--- config.mk ---
export PLATFORM = sky130hd
export DESIGN_NAME = fx2_in_stream_buffer_flat
export DESIGN_NICKNAME = d
export VERILOG_FILES = /design/src/rtl/fx2_pkg.sv /design/src/rtl/fx2_in_stream_buffer_if.sv /design/src/rtl/fx2_sync_fifo.sv /design/src/rtl/fx2_in_stream_buffer.sv /design/src/flat_wrapper.sv
export SDC_FILE = /design/constraint.sdc
export NUM_CORES = 1
export LEC_CHECK = 0
export CORE_MARGIN = 2
export CORE_UTILIZATION = 26
export CTS_CLUSTER_DIAMETER = 100
export DETAILED_ROUTE_END_ITERATION = 10
export GPL_TIMING_DRIVEN = 0
export SLEW_MARGIN = 20
export SYNTH_ARGS = -nofsm -noshare
export SYNTH_HDL_FRONTEND = slang
export SYNTH_SLANG_ARGS = --single-unit
--- constraint.sdc ---
create_clock -name fx2_ifclk -period 3.6 [get_ports fx2_ifclk]
set_input_delay 0.36 -clock fx2_ifclk [delete_from_list [all_inputs] [get_ports fx2_ifclk]]
set_output_delay 0.36 -clock fx2_ifclk [all_outputs]
set_load 0.05 [all_outputs]
--- src/rtl/fx2_pkg.sv ---
// Shared FX2 slave-FIFO definitions: endpoint addresses, Stream-IN FSM states
// and the default full-packet size.
package fx2_pkg;

  localparam logic [1:0] EP2 = 2'b00;
  localparam logic [1:0] EP4 = 2'b01;
  localparam logic [1:0] EP6 = 2'b10;
  localparam logic [1:0] EP8 = 2'b11;

  localparam int PKT_WORDS_DEFAULT = 256;

  typedef enum logic [1:0] {
    IDLE   = 2'd0,
    STREAM = 2'd1,
    COMMIT = 2'd2
  } stream_state_e;

endpackage

--- src/rtl/fx2_in_stream_buffer_if.sv ---
// Producer handshake plus FX2 slave-FIFO pins for the Stream-IN buffer.
interface fx2_in_stream_buffer_if;
  logic [15:0] s_data;
  logic        s_valid;
  logic        s_ready;
  logic        fx2_flagc;
  logic [15:0] fx2_fdata;
  logic [1:0]  fx2_faddr;
  logic        fx2_slwr;
  logic        fx2_slrd;
  logic        fx2_sloe;
  logic        fx2_pkt_end;

  modport slave (
    input  s_data, s_valid, fx2_flagc,
    output s_ready, fx2_fdata, fx2_faddr, fx2_slwr, fx2_slrd, fx2_sloe, fx2_pkt_end
  );

  modport master (
    output s_data, s_valid, fx2_flagc,
    input  s_ready, fx2_fdata, fx2_faddr, fx2_slwr, fx2_slrd, fx2_sloe, fx2_pkt_end
  );
endinterface

--- src/rtl/fx2_sync_fifo.sv ---
// Single-clock FIFO with a combinational head word; DEPTH must be a power of 2.
module fx2_sync_fifo #(
  parameter  int WIDTH = 16,
  parameter  int DEPTH = 16,
  localparam int AW    = $clog2(DEPTH)
) (
  input  logic             clk,
  input  logic             rst,
  input  logic             push_i,
  input  logic             pop_i,
  input  logic [WIDTH-1:0] din_i,
  output logic [WIDTH-1:0] head_o,
  output logic [AW:0]      level_o,
  output logic             full_o,
  output logic             empty_o
);

  logic [WIDTH-1:0] mem_q [DEPTH];
  logic [AW-1:0]    wr_ptr_q, rd_ptr_q;
  logic [AW:0]      level_q;
  logic             push_ok, pop_ok;

  assign full_o  = (level_q == (AW+1)'(DEPTH));
  assign empty_o = (level_q == '0);
  assign push_ok = push_i && !full_o;
  assign pop_ok  = pop_i && !empty_o;
  assign head_o  = mem_q[rd_ptr_q];
  assign level_o = level_q;

  always_ff @(posedge clk) begin
    if (push_ok) mem_q[wr_ptr_q] <= din_i;
  end

  // Pointers wrap naturally because DEPTH is a power of 2.
  always_ff @(posedge clk or posedge rst) begin
    if (rst) begin
      wr_ptr_q <= '0;
      rd_ptr_q <= '0;
      level_q  <= '0;
    end else begin
      if (push_ok) wr_ptr_q <= wr_ptr_q + 1'b1;
      if (pop_ok)  rd_ptr_q <= rd_ptr_q + 1'b1;
      case ({push_ok, pop_ok})
        2'b10:   level_q <= level_q + 1'b1;
        2'b01:   level_q <= level_q - 1'b1;
        default: level_q <= level_q;
      endcase
    end
  end

endmodule

--- src/rtl/fx2_in_stream_buffer.sv ---
// Buffers producer words and drains them into FX2 EP6, committing short
// packets with PKTEND after an idle timeout or when streaming is disabled.
module fx2_in_stream_buffer
  import fx2_pkg::*;
#(
  parameter  int DEPTH        = 16,
  parameter  int PKT_WORDS    = PKT_WORDS_DEFAULT,
  parameter  int IDLE_TIMEOUT = 64,
  localparam int LW           = $clog2(DEPTH) + 1,
  localparam int WCW          = $clog2(PKT_WORDS),
  localparam int ICW          = $clog2(IDLE_TIMEOUT)
) (
  input  logic                    fx2_ifclk,
  input  logic                    reset,
  input  logic                    enable,
  output logic [LW-1:0]           level,
  fx2_in_stream_buffer_if.slave   bus
);

  stream_state_e  state_q, state_d;
  logic [WCW-1:0] word_cnt_q, word_cnt_d;
  logic [ICW-1:0] idle_cnt_q, idle_cnt_d, idle_inc;
  logic [15:0]    head;
  logic           full, empty, push, wr, commit_go;

  fx2_sync_fifo #(.WIDTH(16), .DEPTH(DEPTH)) u_fifo (
    .clk     (fx2_ifclk),
    .rst     (reset),
    .push_i  (push),
    .pop_i   (wr),
    .din_i   (bus.s_data),
    .head_o  (head),
    .level_o (level),
    .full_o  (full),
    .empty_o (empty)
  );

  assign bus.s_ready = !full;
  assign push        = bus.s_valid && !full;
  assign wr          = (state_q == STREAM) && !empty && bus.fx2_flagc;
  assign commit_go   = (state_q == COMMIT) && bus.fx2_flagc;

  assign bus.fx2_fdata   = empty ? 16'h0000 : head;
  assign bus.fx2_slwr    = !wr;
  assign bus.fx2_pkt_end = !commit_go;
  assign bus.fx2_faddr   = EP6;
  assign bus.fx2_slrd    = 1'b1;
  assign bus.fx2_sloe    = 1'b1;

  assign idle_inc = idle_cnt_q + 1'b1;

  always_comb begin
    state_d    = state_q;
    word_cnt_d = word_cnt_q;
    idle_cnt_d = '0;
    // Full packets are auto-committed by the FX2, so the count simply wraps.
    if (wr) word_cnt_d = (word_cnt_q == WCW'(PKT_WORDS - 1)) ? '0 : word_cnt_q + 1'b1;
    if (commit_go) word_cnt_d = '0;
    unique case (state_q)
      IDLE: if (enable) state_d = STREAM;
      STREAM: begin
        if (empty && word_cnt_q != '0) idle_cnt_d = idle_inc;
        // Decide on the post-pop count so a wrap this cycle never yields a
        // zero-length commit. The timeout fires as the counter reaches its
        // limit, putting PKTEND exactly IDLE_TIMEOUT cycles after the last strobe.
        if (!enable)
          state_d = (word_cnt_d != '0) ? COMMIT : IDLE;
        else if (empty && word_cnt_q != '0 && idle_inc == ICW'(IDLE_TIMEOUT - 1))
          state_d = COMMIT;
        if (state_d != STREAM) idle_cnt_d = '0;
      end
      COMMIT: if (bus.fx2_flagc) state_d = enable ? STREAM : IDLE;
      default: state_d = IDLE;
    endcase
  end

  always_ff @(posedge fx2_ifclk or posedge reset) begin
    if (reset) begin
      state_q    <= IDLE;
      word_cnt_q <= '0;
      idle_cnt_q <= '0;
    end else begin
      state_q    <= state_d;
      word_cnt_q <= word_cnt_d;
      idle_cnt_q <= idle_cnt_d;
    end
  end

endmodule

--- src/flat_wrapper.sv ---
// flat-port wrapper written by rule: the top's interface ports become plain ports
module fx2_in_stream_buffer_flat import fx2_pkg::*;
#(
  parameter  int DEPTH        = 16,
  parameter  int PKT_WORDS    = PKT_WORDS_DEFAULT,
  parameter  int IDLE_TIMEOUT = 64,
  localparam int LW           = $clog2(DEPTH) + 1,
  localparam int WCW          = $clog2(PKT_WORDS),
  localparam int ICW          = $clog2(IDLE_TIMEOUT)
)
  (fx2_ifclk, reset, enable, level, bus_s_data, bus_s_valid, bus_fx2_flagc, bus_s_ready, bus_fx2_fdata, bus_fx2_faddr, bus_fx2_slwr, bus_fx2_slrd, bus_fx2_sloe, bus_fx2_pkt_end);
  fx2_in_stream_buffer_if bus_i ();
  input  logic fx2_ifclk;
  input  logic reset;
  input  logic enable;
  output logic [LW-1:0] level;
  input wire logic [$bits(bus_i.s_data)-1:0] bus_s_data;
  input wire logic [$bits(bus_i.s_valid)-1:0] bus_s_valid;
  input wire logic [$bits(bus_i.fx2_flagc)-1:0] bus_fx2_flagc;
  output wire logic [$bits(bus_i.s_ready)-1:0] bus_s_ready;
  output wire logic [$bits(bus_i.fx2_fdata)-1:0] bus_fx2_fdata;
  output wire logic [$bits(bus_i.fx2_faddr)-1:0] bus_fx2_faddr;
  output wire logic [$bits(bus_i.fx2_slwr)-1:0] bus_fx2_slwr;
  output wire logic [$bits(bus_i.fx2_slrd)-1:0] bus_fx2_slrd;
  output wire logic [$bits(bus_i.fx2_sloe)-1:0] bus_fx2_sloe;
  output wire logic [$bits(bus_i.fx2_pkt_end)-1:0] bus_fx2_pkt_end;
  assign bus_i.s_data = bus_s_data;
  assign bus_i.s_valid = bus_s_valid;
  assign bus_i.fx2_flagc = bus_fx2_flagc;
  assign bus_s_ready = bus_i.s_ready;
  assign bus_fx2_fdata = bus_i.fx2_fdata;
  assign bus_fx2_faddr = bus_i.fx2_faddr;
  assign bus_fx2_slwr = bus_i.fx2_slwr;
  assign bus_fx2_slrd = bus_i.fx2_slrd;
  assign bus_fx2_sloe = bus_i.fx2_sloe;
  assign bus_fx2_pkt_end = bus_i.fx2_pkt_end;
  fx2_in_stream_buffer #(.DEPTH(DEPTH), .PKT_WORDS(PKT_WORDS), .IDLE_TIMEOUT(IDLE_TIMEOUT)) u_core (.fx2_ifclk(fx2_ifclk), .reset(reset), .enable(enable), .level(level), .bus(bus_i));
endmodule
==> results by group <==
Finish
  • Antenna cells: 0
  • Layout area overhead: 21.1%
  • Design area: 14000 um^2
  • Layout cells sized above 1: 26.4%
  • Footprint of the multi-input gates: 2970 um^2
  • Final net count: 708
  • Flip-flop and latch area: approximately 8400 um^2
  • Fill cell count: 4197

Pwr
  • Leakage power: 4.58 nW
  • Total power: 11.4 mW
  • Peak supply drop: around 400 uV
  • PD cells: 819 nW/um^2

Floorplanning
  • Cell Rows: 77
  • Top Ports: 49
  • Core Region: about 44000 um^2
  • Die ar.: ~46000 um^2
  • Initial Utilization: 26.2%
  • Die width: 215 um
  • Die height: 215 um

CTS
  • Clock buffer depth: 3
  • H-Tree Depth: 1
  • CTS Buf Count: 30
  • Clock transition at path regs: around 60 ps
  • CTS root buf: clkbuf_16
  • CTS tree: yes
  • Setup Fix Bufs, Post-CTS: 0
  • Sink Count: roughly 290
  • Hold buffer count at cts: 0
  • Clock Latency Late Sink: 580 ps

Synthesis
  • Number of synthesized flops with an enable pin: 256
  • Synthesized area: 11500 um^2
  • Post-Synthesis Cells: 583
  • Register area share after synthesis: 72.9%
  • Asr flop ratio synth: 10.2%
  • Avg Cell Area, Syn: about 20 um^2
  • Unique masters post-synth: 42
  • Ys flop type: edfxtp_1
  • Yosys reg bits: 285
  • Synth warn: 0

Setup path
  • Crit path kind: flip-flop to primary output
  • FF-to-FF setup slack: 770 ps
  • Reg2reg start: u_core.u_fifo.level_o[2]
  • FF-to-FF End: u_core.u_fifo.level_o[4]
  • CP max FO: 10
  • CP endpoint kind: primary output
  • Reg2reg path depth: 14
  • Critical path required time: 3240 ps
  • Nature of the critical path startpoint: flip-flop
  • Critical path arrival: 3170 ps

Global routing
  • GRT Overall Usage: between 10 and 15%
  • Largest net degree at the start of global routing: 30
  • Vias in the first global route: around 5900
  • Wire length of the first global-routing pass: 37800 um
  • Congestion Overflow GR: 0
  • Initial antenna violation count: 1

Timing
  • Slew Limit Fails: 0
  • Final Hold Vio Count: 0
  • Unrepaired setup endpoints after global routing: false
  • Final Critical Period: about 3500 ps
  • Worst slew pin tran: slightly above 800 ps
  • Final setup viols: 0
  • F_max: 283 MHz
  • Clk_skew: between 40 and 50 ps
  • Slew margin rel.: 45.4%
  • Final period utilization: 98.0%

Routing
  • Via-per-instance ratio: 4.36
  • Mean routed wirelength per cell: 19.7 um
  • Final wirelength: 25400 um
  • Initial DRC Count: 425
  • Vias: 5621
  • Residual DRC: 0
  • Post-DRT Antenna Nets: 0
  • DRT Pass-1 Iters: 4

Placed design
  • DP HPWL: 16200 um
  • Port-buffer cells: 44
  • RePlAce Congestion: slightly above 0.7
  • Dpl cell area: around 13000 um^2

Worst hold path
  • Hold WC Path Type: input port to async pin

Run
  • Maxcap violations: 0

Outcome
  • Status: complete, no violations
## metrics by stage
stage,util (%),hold slack (ps),setup WS (ps),setup TNS (ps),cells
3_3_place_gp,28.9,545,-973,-59000,1221
4_1_cts,31.7,236,13.8,0,1288
3_5_place_dp,29.4,533,-80.5,-638,1233
6_report,31.7,230,72.7,0,1288
2_1_floorplan,-,438,254,0,585
5_1_grt,31.7,291,6.14,0,1288
## worst max-delay path, cell delays in order (launching register included)
cell and delay (ps):
dfrtp_1 440, buf_2 320, buf_2 380, mux4_2 360, mux4_2 470, nor2b_1 190, dlygate4sd2_1 450
## where the power goes
group | internal [mW] | switching [mW] | leakage (nW)
Combinational | 1.62 | 2.50 | 1.40
Sequential | 3.99 | 0.148 | 2.68
Clock | 1.89 | 1.30 | 0.499
Total | 7.50 | 3.94 | 4.58
## what timing repair did
action | in CTS | in global routing
gates resized for setup | 29 | 2
endpoints found under the hold margin | 0 | 0
endpoints found under the setup margin | 16 | 6
## Yosys cell counts, drive strengths merged, types with 5 or more instances
cell,number,area [um^2]
nor2b,17,106
o21ai,7,35.0
xor2,9,78.8
buf,20,136
nand3,10,50.1
xnor2,12,105
a21oi,6,30.0
clkbuf,13,48.8
ha,13,163
inv,18,67.6
nor2,29,109
nand4,5,31.3
dfrtp,29,726
edfxtp,256,7690
nand2,19,71.3
nor3,7,35.0
mux4,80,1800
## routing by layer
metal / GRT usage (%) / part of all wire [%] / vias to the layer above
met1: 14.8 / 45 / 2988
met2: 18.5 / 50 / 104
met5: 0 / 0.051 / -
met4: 2.29 / 1.5 / 2
li1: - / - / 2496
met3: 1.69 / 4.0 / 31
## worst max path at each step
stage,from,to,slack [ps],depth (start not counted)
global placement,bus_s_valid,u_core.u_fifo.mem_q[1][5],-970,5
detailed placement,u_core.u_fifo.rd_ptr_q[1],bus_fx2_fdata[8],-80,6
global route,u_core.u_fifo.rd_ptr_q[1],bus_fx2_fdata[13],6,6
CTS,u_core.u_fifo.rd_ptr_q[0],bus_fx2_fdata[8],10,6
finish,u_core.u_fifo.rd_ptr_q[1],bus_fx2_fdata[13],70,6
floorplan,u_core.u_fifo.level_o[1],u_core.u_fifo.mem_q[3][0],250,6
## flip-flops by register name, summed over array words and instances, names as in the netlist
name	flops
u_core.idle_cnt_q	6
u_core.state_q	2
u_core.u_fifo.level_o	5
u_core.u_fifo.mem_q	256
u_core.u_fifo.rd_ptr_q	4
u_core.u_fifo.wr_ptr_q	4
u_core.word_cnt_q	8
## layout by cell type, fill, tap and decap left out, types with 8 or more instances in the layout
cell type        instances
edfxtp_1               256
mux4_2                  80
clkbuf_16               30
dfrtp_1                 29
clkdlybuf4s50_1         28
nand2_1                 19
nor2b_1                 17
nor2_1                  17
inv_1                   16
dlygate4sd2_1           16
ha_1                    13
buf_6                   12
xnor2_1                 12
buf_4                   11
nand3_1                 10
xor2_1                   9
nor2_4                   9
clkbuf_1                 8
buf_2                    8
## area by class of cell
cell class,instances,share of cell area [%]
tap,592,5.30
multi-input combinational,249,21.3
clock buffer,31,5.40
buffer,33,1.47
clock inverter,24,1.99
inverter,18,0.484
sequential,285,60.2
timing repair buffer,56,3.84
## logic make-up (layout without fill, tap and decap cells)
family,count (synthesis),count (layout),synth area share (%)
flip-flops,285,285,72.9
AND/OR/NAND/NOR,102,102,4.38
multiplexers,81,81,15.7
buffers and inverters,51,162,2.19
AO/OA/AOI/OAI,27,27,1.55
XOR/XNOR,21,21,1.59
adder cells (fa/ha/maj),14,14,1.58
other,2,4,0.0651
No activity file was read; power rests on OpenSTA's default activity.
